===== config.mk =====
export PLATFORM = sky130hd
export DESIGN_NAME = sort_avalon_pp
export DESIGN_NICKNAME = d
export VERILOG_FILES = /design/src/rtl/sort_avalon_pp_pkg.sv /design/src/rtl/sort_avalon_pp_bank.sv /design/src/rtl/sort_avalon_pp.sv
export SDC_FILE = /design/constraint.sdc
export NUM_CORES = 2
export LEC_CHECK = 0
export BUFFER_PORTS_ARGS = -buffer_cell sky130_fd_sc_hd__buf_2
export CORE_UTILIZATION = 59
export DETAILED_ROUTE_END_ITERATION = 10
export PLACE_DENSITY = 0.75
export SYNTH_ARGS = -nofsm -noshare
export SYNTH_HDL_FRONTEND = slang
export SYNTH_SLANG_ARGS = --single-unit
export TNS_END_PERCENT = 30

===== constraint.sdc =====
create_clock -name clk_i -period 3.3 [get_ports clk_i]
set_input_delay 0.495 -clock clk_i [delete_from_list [all_inputs] [get_ports clk_i]]
set_output_delay 0.495 -clock clk_i [all_outputs]
set_load 0.05 [all_outputs]

===== src/rtl/sort_avalon_pp_pkg.sv =====
// sort_avalon_pp_pkg: shared bank state type and helpers for the ping-pong
// Avalon-ST packet sorter.
package sort_avalon_pp_pkg;

  typedef enum logic [1:0] {
    EMPTY = 2'd0,
    FILL  = 2'd1,
    SORT  = 2'd2,
    DRAIN = 2'd3
  } bank_state_t;

  localparam int unsigned KEY_MAX_W = 64;

  function automatic int unsigned cnt_width(input int unsigned max_len);
    return $clog2(max_len + 1);
  endfunction

  // Keys are zero-extended to a common width so any word/key geometry compares unsigned.
  function automatic logic [KEY_MAX_W-1:0] key_of(input logic [KEY_MAX_W-1:0] word,
                                                  input int unsigned          lsb,
                                                  input int unsigned          width);
    logic [KEY_MAX_W-1:0] mask;
    mask = (width >= KEY_MAX_W) ? '1 : ((KEY_MAX_W'(1) << width) - KEY_MAX_W'(1));
    return (word >> lsb) & mask;
  endfunction

endpackage


===== src/rtl/sort_avalon_pp_bank.sv =====
// sort_avalon_pp_bank: one packet buffer with an in-place odd-even transposition sort.
// The o_count port exists only when SORT_AVALON_PP_ERR_EN is defined.
module sort_avalon_pp_bank
  import sort_avalon_pp_pkg::*;
#(
  parameter int unsigned DWIDTH      = 8,
  parameter int unsigned MAX_PKT_LEN = 16,
  parameter int unsigned KEY_LSB     = 0,
  parameter int unsigned KEY_WIDTH   = 8
) (
  input  logic              i_clk,
  input  logic              i_rst_n,
  input  logic              i_wr,
  input  logic              i_sop,
  input  logic              i_eop,
  input  logic              i_desc,
  input  logic [DWIDTH-1:0] i_data,
  input  logic              i_rd,
  output bank_state_t       o_state,
  output logic [DWIDTH-1:0] o_data,
  output logic              o_sop,
  output logic              o_eop
`ifdef SORT_AVALON_PP_ERR_EN
  ,
  output logic [$clog2(MAX_PKT_LEN+1)-1:0] o_count
`endif
);

  localparam int unsigned CW = cnt_width(MAX_PKT_LEN);
  localparam int unsigned IW = $clog2(MAX_PKT_LEN);

  bank_state_t          r_state;
  logic [DWIDTH-1:0]    r_mem  [MAX_PKT_LEN];
  logic [DWIDTH-1:0]    w_next [MAX_PKT_LEN];
  logic [KEY_MAX_W-1:0] w_key  [MAX_PKT_LEN];
  logic [CW-1:0]        r_count;
  logic [CW-1:0]        r_pass;
  logic [CW-1:0]        r_idx;
  logic                 r_desc;

  always_comb begin
    for (int unsigned i = 0; i < MAX_PKT_LEN; i++) begin
      w_key[i] = key_of(KEY_MAX_W'(r_mem[i]), KEY_LSB, KEY_WIDTH);
    end
  end

  // One pass per cycle; pairs in a pass are disjoint so all swaps read r_mem.
  always_comb begin
    for (int unsigned i = 0; i < MAX_PKT_LEN; i++) begin
      w_next[i] = r_mem[i];
    end
    for (int unsigned i = 0; i + 1 < MAX_PKT_LEN; i++) begin
      if ((i[0] == r_pass[0]) && (CW'(i + 1) < r_count)) begin
        if (r_desc ? (w_key[i] < w_key[i+1]) : (w_key[i] > w_key[i+1])) begin
          w_next[i]   = r_mem[i+1];
          w_next[i+1] = r_mem[i];
        end
      end
    end
  end

  always_ff @(posedge i_clk or negedge i_rst_n) begin
    if (!i_rst_n) begin
      r_state <= EMPTY;
      r_count <= '0;
      r_pass  <= '0;
      r_idx   <= '0;
      r_desc  <= 1'b0;
      for (int unsigned i = 0; i < MAX_PKT_LEN; i++) begin
        r_mem[i] <= '0;
      end
    end else begin
      case (r_state)
        EMPTY, FILL: begin
          r_pass <= '0;
          if (i_wr) begin
            if (i_sop) begin
              r_mem[0] <= i_data;
              r_count  <= CW'(1);
              r_desc   <= i_desc;
              r_state  <= i_eop ? SORT : FILL;
            end else if (r_state == FILL) begin
              if (r_count < CW'(MAX_PKT_LEN)) begin
                r_mem[IW'(r_count)] <= i_data;
                r_count             <= r_count + 1'b1;
              end
              if (i_eop) begin
                r_state <= SORT;
              end
            end
          end
        end
        SORT: begin
          r_mem <= w_next;
          if (r_pass == r_count - 1'b1) begin
            r_state <= DRAIN;
            r_idx   <= '0;
          end else begin
            r_pass <= r_pass + 1'b1;
          end
        end
        DRAIN: begin
          if (i_rd) begin
            if (r_idx == r_count - 1'b1) begin
              r_state <= EMPTY;
            end else begin
              r_idx <= r_idx + 1'b1;
            end
          end
        end
        default: r_state <= EMPTY;
      endcase
    end
  end

  assign o_state = r_state;
  assign o_data  = r_mem[IW'(r_idx)];
  assign o_sop   = (r_idx == '0);
  assign o_eop   = (r_idx == r_count - 1'b1);
`ifdef SORT_AVALON_PP_ERR_EN
  assign o_count = r_count;
`endif

endmodule


===== src/rtl/sort_avalon_pp.sv =====
// sort_avalon_pp: Avalon-ST packet sorter with two ping-pong banks.
// Define SORT_AVALON_PP_ERR_EN to add the pkt_err_o / drop_cnt_o error reporting ports.
module sort_avalon_pp
  import sort_avalon_pp_pkg::*;
#(
  parameter int unsigned DWIDTH      = 8,
  parameter int unsigned MAX_PKT_LEN = 16,
  parameter int unsigned KEY_LSB     = 0,
  parameter int unsigned KEY_WIDTH   = 8
) (
  input  logic              clk_i,
  input  logic              rst_n_i,
  input  logic              sort_desc_i,
  input  logic [DWIDTH-1:0] snk_data_i,
  input  logic              snk_valid_i,
  input  logic              snk_startofpacket_i,
  input  logic              snk_endofpacket_i,
  output logic              snk_ready_o,
  output logic [DWIDTH-1:0] src_data_o,
  output logic              src_valid_o,
  output logic              src_startofpacket_o,
  output logic              src_endofpacket_o,
  input  logic              src_ready_i
`ifdef SORT_AVALON_PP_ERR_EN
  ,
  output logic              pkt_err_o,
  output logic [15:0]       drop_cnt_o
`endif
);

  bank_state_t       w_state [2];
  logic [DWIDTH-1:0] w_data  [2];
  logic              w_sop   [2];
  logic              w_eop   [2];
  bank_state_t       w_wr_state;
  logic              r_live;
  logic              r_wr_ptr;
  logic              r_rd_ptr;
  logic              w_snk_xfer;
  logic              w_src_xfer;
  logic              w_close;

`ifdef SORT_AVALON_PP_ERR_EN
  localparam int unsigned CW = cnt_width(MAX_PKT_LEN);
  logic [CW-1:0] w_count [2];
  logic          w_orphan;
  logic          w_restart;
  logic          w_trunc;
  logic          r_pkt_err;
  logic [15:0]   r_drop_cnt;
`endif

  for (genvar b = 0; b < 2; b++) begin : g_bank
    sort_avalon_pp_bank #(
      .DWIDTH      (DWIDTH),
      .MAX_PKT_LEN (MAX_PKT_LEN),
      .KEY_LSB     (KEY_LSB),
      .KEY_WIDTH   (KEY_WIDTH)
    ) u_bank (
      .i_clk   (clk_i),
      .i_rst_n (rst_n_i),
      .i_wr    (w_snk_xfer && (r_wr_ptr == 1'(b))),
      .i_sop   (snk_startofpacket_i),
      .i_eop   (snk_endofpacket_i),
      .i_desc  (sort_desc_i),
      .i_data  (snk_data_i),
      .i_rd    (w_src_xfer && (r_rd_ptr == 1'(b))),
      .o_state (w_state[b]),
      .o_data  (w_data[b]),
      .o_sop   (w_sop[b]),
      .o_eop   (w_eop[b])
`ifdef SORT_AVALON_PP_ERR_EN
      ,
      .o_count (w_count[b])
`endif
    );
  end

  assign w_wr_state  = w_state[r_wr_ptr];
  assign snk_ready_o = r_live && ((w_wr_state == EMPTY) || (w_wr_state == FILL));
  assign w_snk_xfer  = snk_valid_i && snk_ready_o;
  // An orphan EOP in EMPTY is dropped and must not advance the write bank.
  assign w_close     = w_snk_xfer && snk_endofpacket_i &&
                       (snk_startofpacket_i || (w_wr_state == FILL));

  assign src_valid_o         = (w_state[r_rd_ptr] == DRAIN);
  assign w_src_xfer          = src_valid_o && src_ready_i;
  assign src_data_o          = src_valid_o ? w_data[r_rd_ptr] : '0;
  assign src_startofpacket_o = src_valid_o && w_sop[r_rd_ptr];
  assign src_endofpacket_o   = src_valid_o && w_eop[r_rd_ptr];

  always_ff @(posedge clk_i or negedge rst_n_i) begin
    if (!rst_n_i) begin
      r_live   <= 1'b0;
      r_wr_ptr <= 1'b0;
      r_rd_ptr <= 1'b0;
    end else begin
      r_live <= 1'b1;
      if (w_close) begin
        r_wr_ptr <= ~r_wr_ptr;
      end
      if (w_src_xfer && src_endofpacket_o) begin
        r_rd_ptr <= ~r_rd_ptr;
      end
    end
  end

`ifdef SORT_AVALON_PP_ERR_EN
  assign w_orphan  = w_snk_xfer && (w_wr_state == EMPTY) && !snk_startofpacket_i;
  assign w_restart = w_snk_xfer && (w_wr_state == FILL) && snk_startofpacket_i;
  assign w_trunc   = w_snk_xfer && (w_wr_state == FILL) && !snk_startofpacket_i &&
                     (w_count[r_wr_ptr] == CW'(MAX_PKT_LEN));

  always_ff @(posedge clk_i or negedge rst_n_i) begin
    if (!rst_n_i) begin
      r_pkt_err  <= 1'b0;
      r_drop_cnt <= '0;
    end else begin
      r_pkt_err <= w_orphan || w_restart || w_trunc;
      if ((w_orphan || w_trunc) && (r_drop_cnt != '1)) begin
        r_drop_cnt <= r_drop_cnt + 1'b1;
      end
    end
  end

  assign pkt_err_o  = r_pkt_err;
  assign drop_cnt_o = r_drop_cnt;
`endif

endmodule


==> impl_metrics.toml <==
[run_status]
status = "finished, violations left"
violations = "negative setup slack"

[synth]
yosys_warnings = 0
synth_area_leaders = "dfrtp_1 27%, ha_1 12%, mux2i_1 9.2%, mux4_2 6.6%, a21oi_1 4.0%"
synthCells = 3077
synth_top_area_share_pct = 27.1
synth_compound_area_share_pct = 21.8
synth_edf_count = 0
synth.area.mux_share_pct = 17.2
synthSimpleGateAreaFrac_pct = 14.0
synth-xor-area-share_pct = 1.43
yosysSeqAreaShare_pct = 27.1
yosys.area_share.adder_pct = 11.7
synth_area_leader_cell = "dfrtp_1"
ys.flop_type = "dfrtp_1"
synth.distinct_cells = 94
synthArstFlopShare_pct = 100
ys_ff_latch = 295
synth.net_count = 3347
synth_top_family_by_area = "compound AO/OA/AOI/OAI gates"
syn_avg_cell_area_um2 = 8.84
synth_area_um2 = 27200

[routing]
via_count = 26200
wl_um = 97300
drtIter0Drc = 2991
drtPass1Iterations = 9
drc = 0
wire_per_inst_um = 26.2
ant_nets = 0
viasPerCell = 7.05

[sta]
drv_slew = 0
fmax_ghz = 0.300
tightest_slew_ns = 1.25
final_hold_viol_count = 0
fin_worst_skew_ns = 0.0271
post-route-min-period_ns = 3.33
fin_crit_sh_pct = 101
fin_hold_ws_ns = 0.217
setup_ws_ns = -0.0325
finalSetupViolCount = 7
max_slew_margin_pct = 16.6
rsz0062_at_grt = "true"

[placement]
gp_congestion = 1.02
dpl.hpwl_um = 69900
port_buffers = 26

[pwr]
p_per_area_nw_per_um2 = 1020
switching_share_pct = 49.8
p_comb_share_pct = 58.8
p_sw_mw = 15.2
internal-power_mw = 15.3
power.share.sequential_pct = 26.1
power_frac_clock_pct = 15.1
total_power_mw = 30.4
power.leakage_nw = 14.0
peakVddDrop_uv = 769

[min_path]
hold_class = "in2reg"

[floorplan]
core_um2 = 45400
die_h_um = 217
die_w_um = 217
rows = 78
fp.dieArea_um2 = 47000
start_util_pct = 59.9
io_pins = 27

[worst_setup_path]
crit_arrival_ns = 2.84
cp_max_fo = 6
required_ns = 2.80
cp_cell_sequence = "buf_12 -> buf_16 -> mux4_2 -> mux4_2 -> mux2i_1 -> nor2_2 -> buf_6"
crit_path_end_kind = "output port"
slowest_stage = "mux4_2"
crit_top_cell = "mux4_2"
path_class = "reg2out"
startpoint_type = "register"
slowest_delay_ns = 0.55
rrSetupSlack_ns = 0.24

[global_route]
grt_max_degree = 79
grt_pass1_vias = 25900
antenna_found_initial = 2
grt.overflow.total = 0
grt_usage_pct = 41.7
grt_pass1_wl_um = 152000

[layout]
final_nets = 3357
drive_gt1_share_pct = 12.9
syn_to_final_growth_pct = 10.2

[clock_network]
numCtsBuffers = 37
clk_pin_slew_ns = 0.06
ctsRootBufferMaster = "clkbuf_16"
tritoncts = "built"
cts_sinks = 295
clk_path_buf_depth = 3
cts_max_level = 2
clk_latency_ns = 0.58

[flow_run]
max_cap_violations = 0
## cell usage after synthesis (9+ instances only)
cell type,count
dfrtp_1,295
ha_1,255
inv_1,253
mux2i_1,250
nor2_1,240
a21oi_1,217
nand2_1,198
o21ai_0,120
a211oi_1,114
clkbuf_1,110
nor3_1,84
mux4_2,80
o21ai_1,79
buf_2,72
nand4_1,67
a31oi_1,52
nand3_1,42
o221ai_1,41
nor2b_1,40
o211ai_1,39
a21o_1,37
a221oi_1,35
o31ai_1,31
xnor2_1,20
o22ai_1,18
and2_1,16
or3_1,15
and3_1,14
xor2_1,14
nand2b_1,13
a221o_1,12
o21a_1,12
o221a_2,10
buf_4,9
## cells in the final DEF, fill, tap and decap left out, types with 114 or more instances in the layout
cell type / count
a211oi_1: 114
a21oi_1: 217
mux2i_1: 248
nand2_1: 198
dfrtp_1: 292
buf_4: 130
inv_1: 253
o21ai_0: 119
nor2_1: 233
ha_1: 255
## area by class of cell
cell class / instances / area, um^2
inverters: 256 / 961
diodes: 1 / 2.50
fillers: 3693 / 15400
clock buffers: 56 / 1130
multi-input cells: 2327 / 18100
flip-flops and latches: 295 / 7390
well taps: 600 / 751
clock inverters: 12 / 214
repair buffers: 170 / 1450
## final timing paths
check | from | to | cells past startpoint
worst max-delay path | g_bank[1].u_bank.r_idx[0]$_DFFE_PN0P_ | src_data_o[6] | 7
worst min-delay path | sort_desc_i | g_bank[0].u_bank.r_desc$_DFFE_PN0P_ | 3
worst max register to register | g_bank[1].u_bank.r_mem[113]$_DFFE_PN0P_ | g_bank[1].u_bank.r_mem[121]$_DFFE_PN0P_ | 9
worst min register to register | g_bank[0].u_bank.r_pass[4]$_DFFE_PN0P_ | g_bank[0].u_bank.r_pass[4]$_DFFE_PN0P_ | 1
max in group asynchronous | rst_n_i | g_bank[0].u_bank.r_mem[45]$_DFFE_PN0P_ | 3
min in group asynchronous | rst_n_i | g_bank[1].u_bank.r_mem[104]$_DFFE_PN0P_ | 2
## worst max-delay path: cells and delay by family, from the launching register on
kind,cells,cell delay (ns)
buffers and inverters,3,0.44
DFF,1,0.45
muxes,3,1.26
and+or+nand+nor,1,0.11
## through the flow
stage                     setup TNS [ns]  setup slack (ns)  util (%)  std cells  area [um^2]
after floorplan                        0             0.135         -       3077        27200
after global placement                 0             0.328      62.5       3640        28400
after detailed placement               0             0.307      62.5       3640        28400
after CTS                         -0.134           -0.0496      65.9       3716        29900
after global routing              -0.471            -0.106      66.0       3716        30000
final                             -0.120           -0.0325      66.1       3717        30000
## flip-flops by register name (all words and copies together), names as in the netlist
signal	cells
r_wr_ptr	1
g_bank.u_bank.o_state	4
g_bank.u_bank.r_pass	10
r_live	1
g_bank.u_bank.r_desc	2
g_bank.u_bank.r_idx	10
g_bank.u_bank.r_mem	256
r_rd_ptr	1
g_bank.u_bank.r_count	10
## power groups by stage
stage	clock [mW]	sequential (mW)	combinational, mW
global route	4.76	8.02	19.5
floorplan	0	6.43	12.7
finish	4.60	7.93	17.9
detailed placement	0	7.82	17.0
global placement	0	7.80	16.3
CTS	4.62	7.77	17.4
## kinds of logic after synthesis
| logic type | count (synthesis) |
|---|---|
| adder cells (fa/ha/maj) | 255 |
| buffers and inverters | 455 |
| other | 1 |
| AND/OR/NAND/NOR | 790 |
| multiplexers | 355 |
| flip-flops | 295 |
| XOR/XNOR | 38 |
| AO/OA/AOI/OAI | 888 |
## per-layer routing
metal	track usage, %	wire length [um]
met1	51.0	35200
met2	66.0	44700
met3	7.52	9310
met4	30.4	8080
met5	0	0
## timing repair
item | 4_1_cts | 5_1_grt
gates cloned | 2 | 0
gates resized for setup | 24 | 14
pin swaps | 1 | 2
setup buffers | 5 | 0
hold endpoints to repair | 54 | 0
hold buffers | 1 | 0
setup endpoints to repair | 9 | 9
No activity file was read; power rests on OpenSTA's default activity.
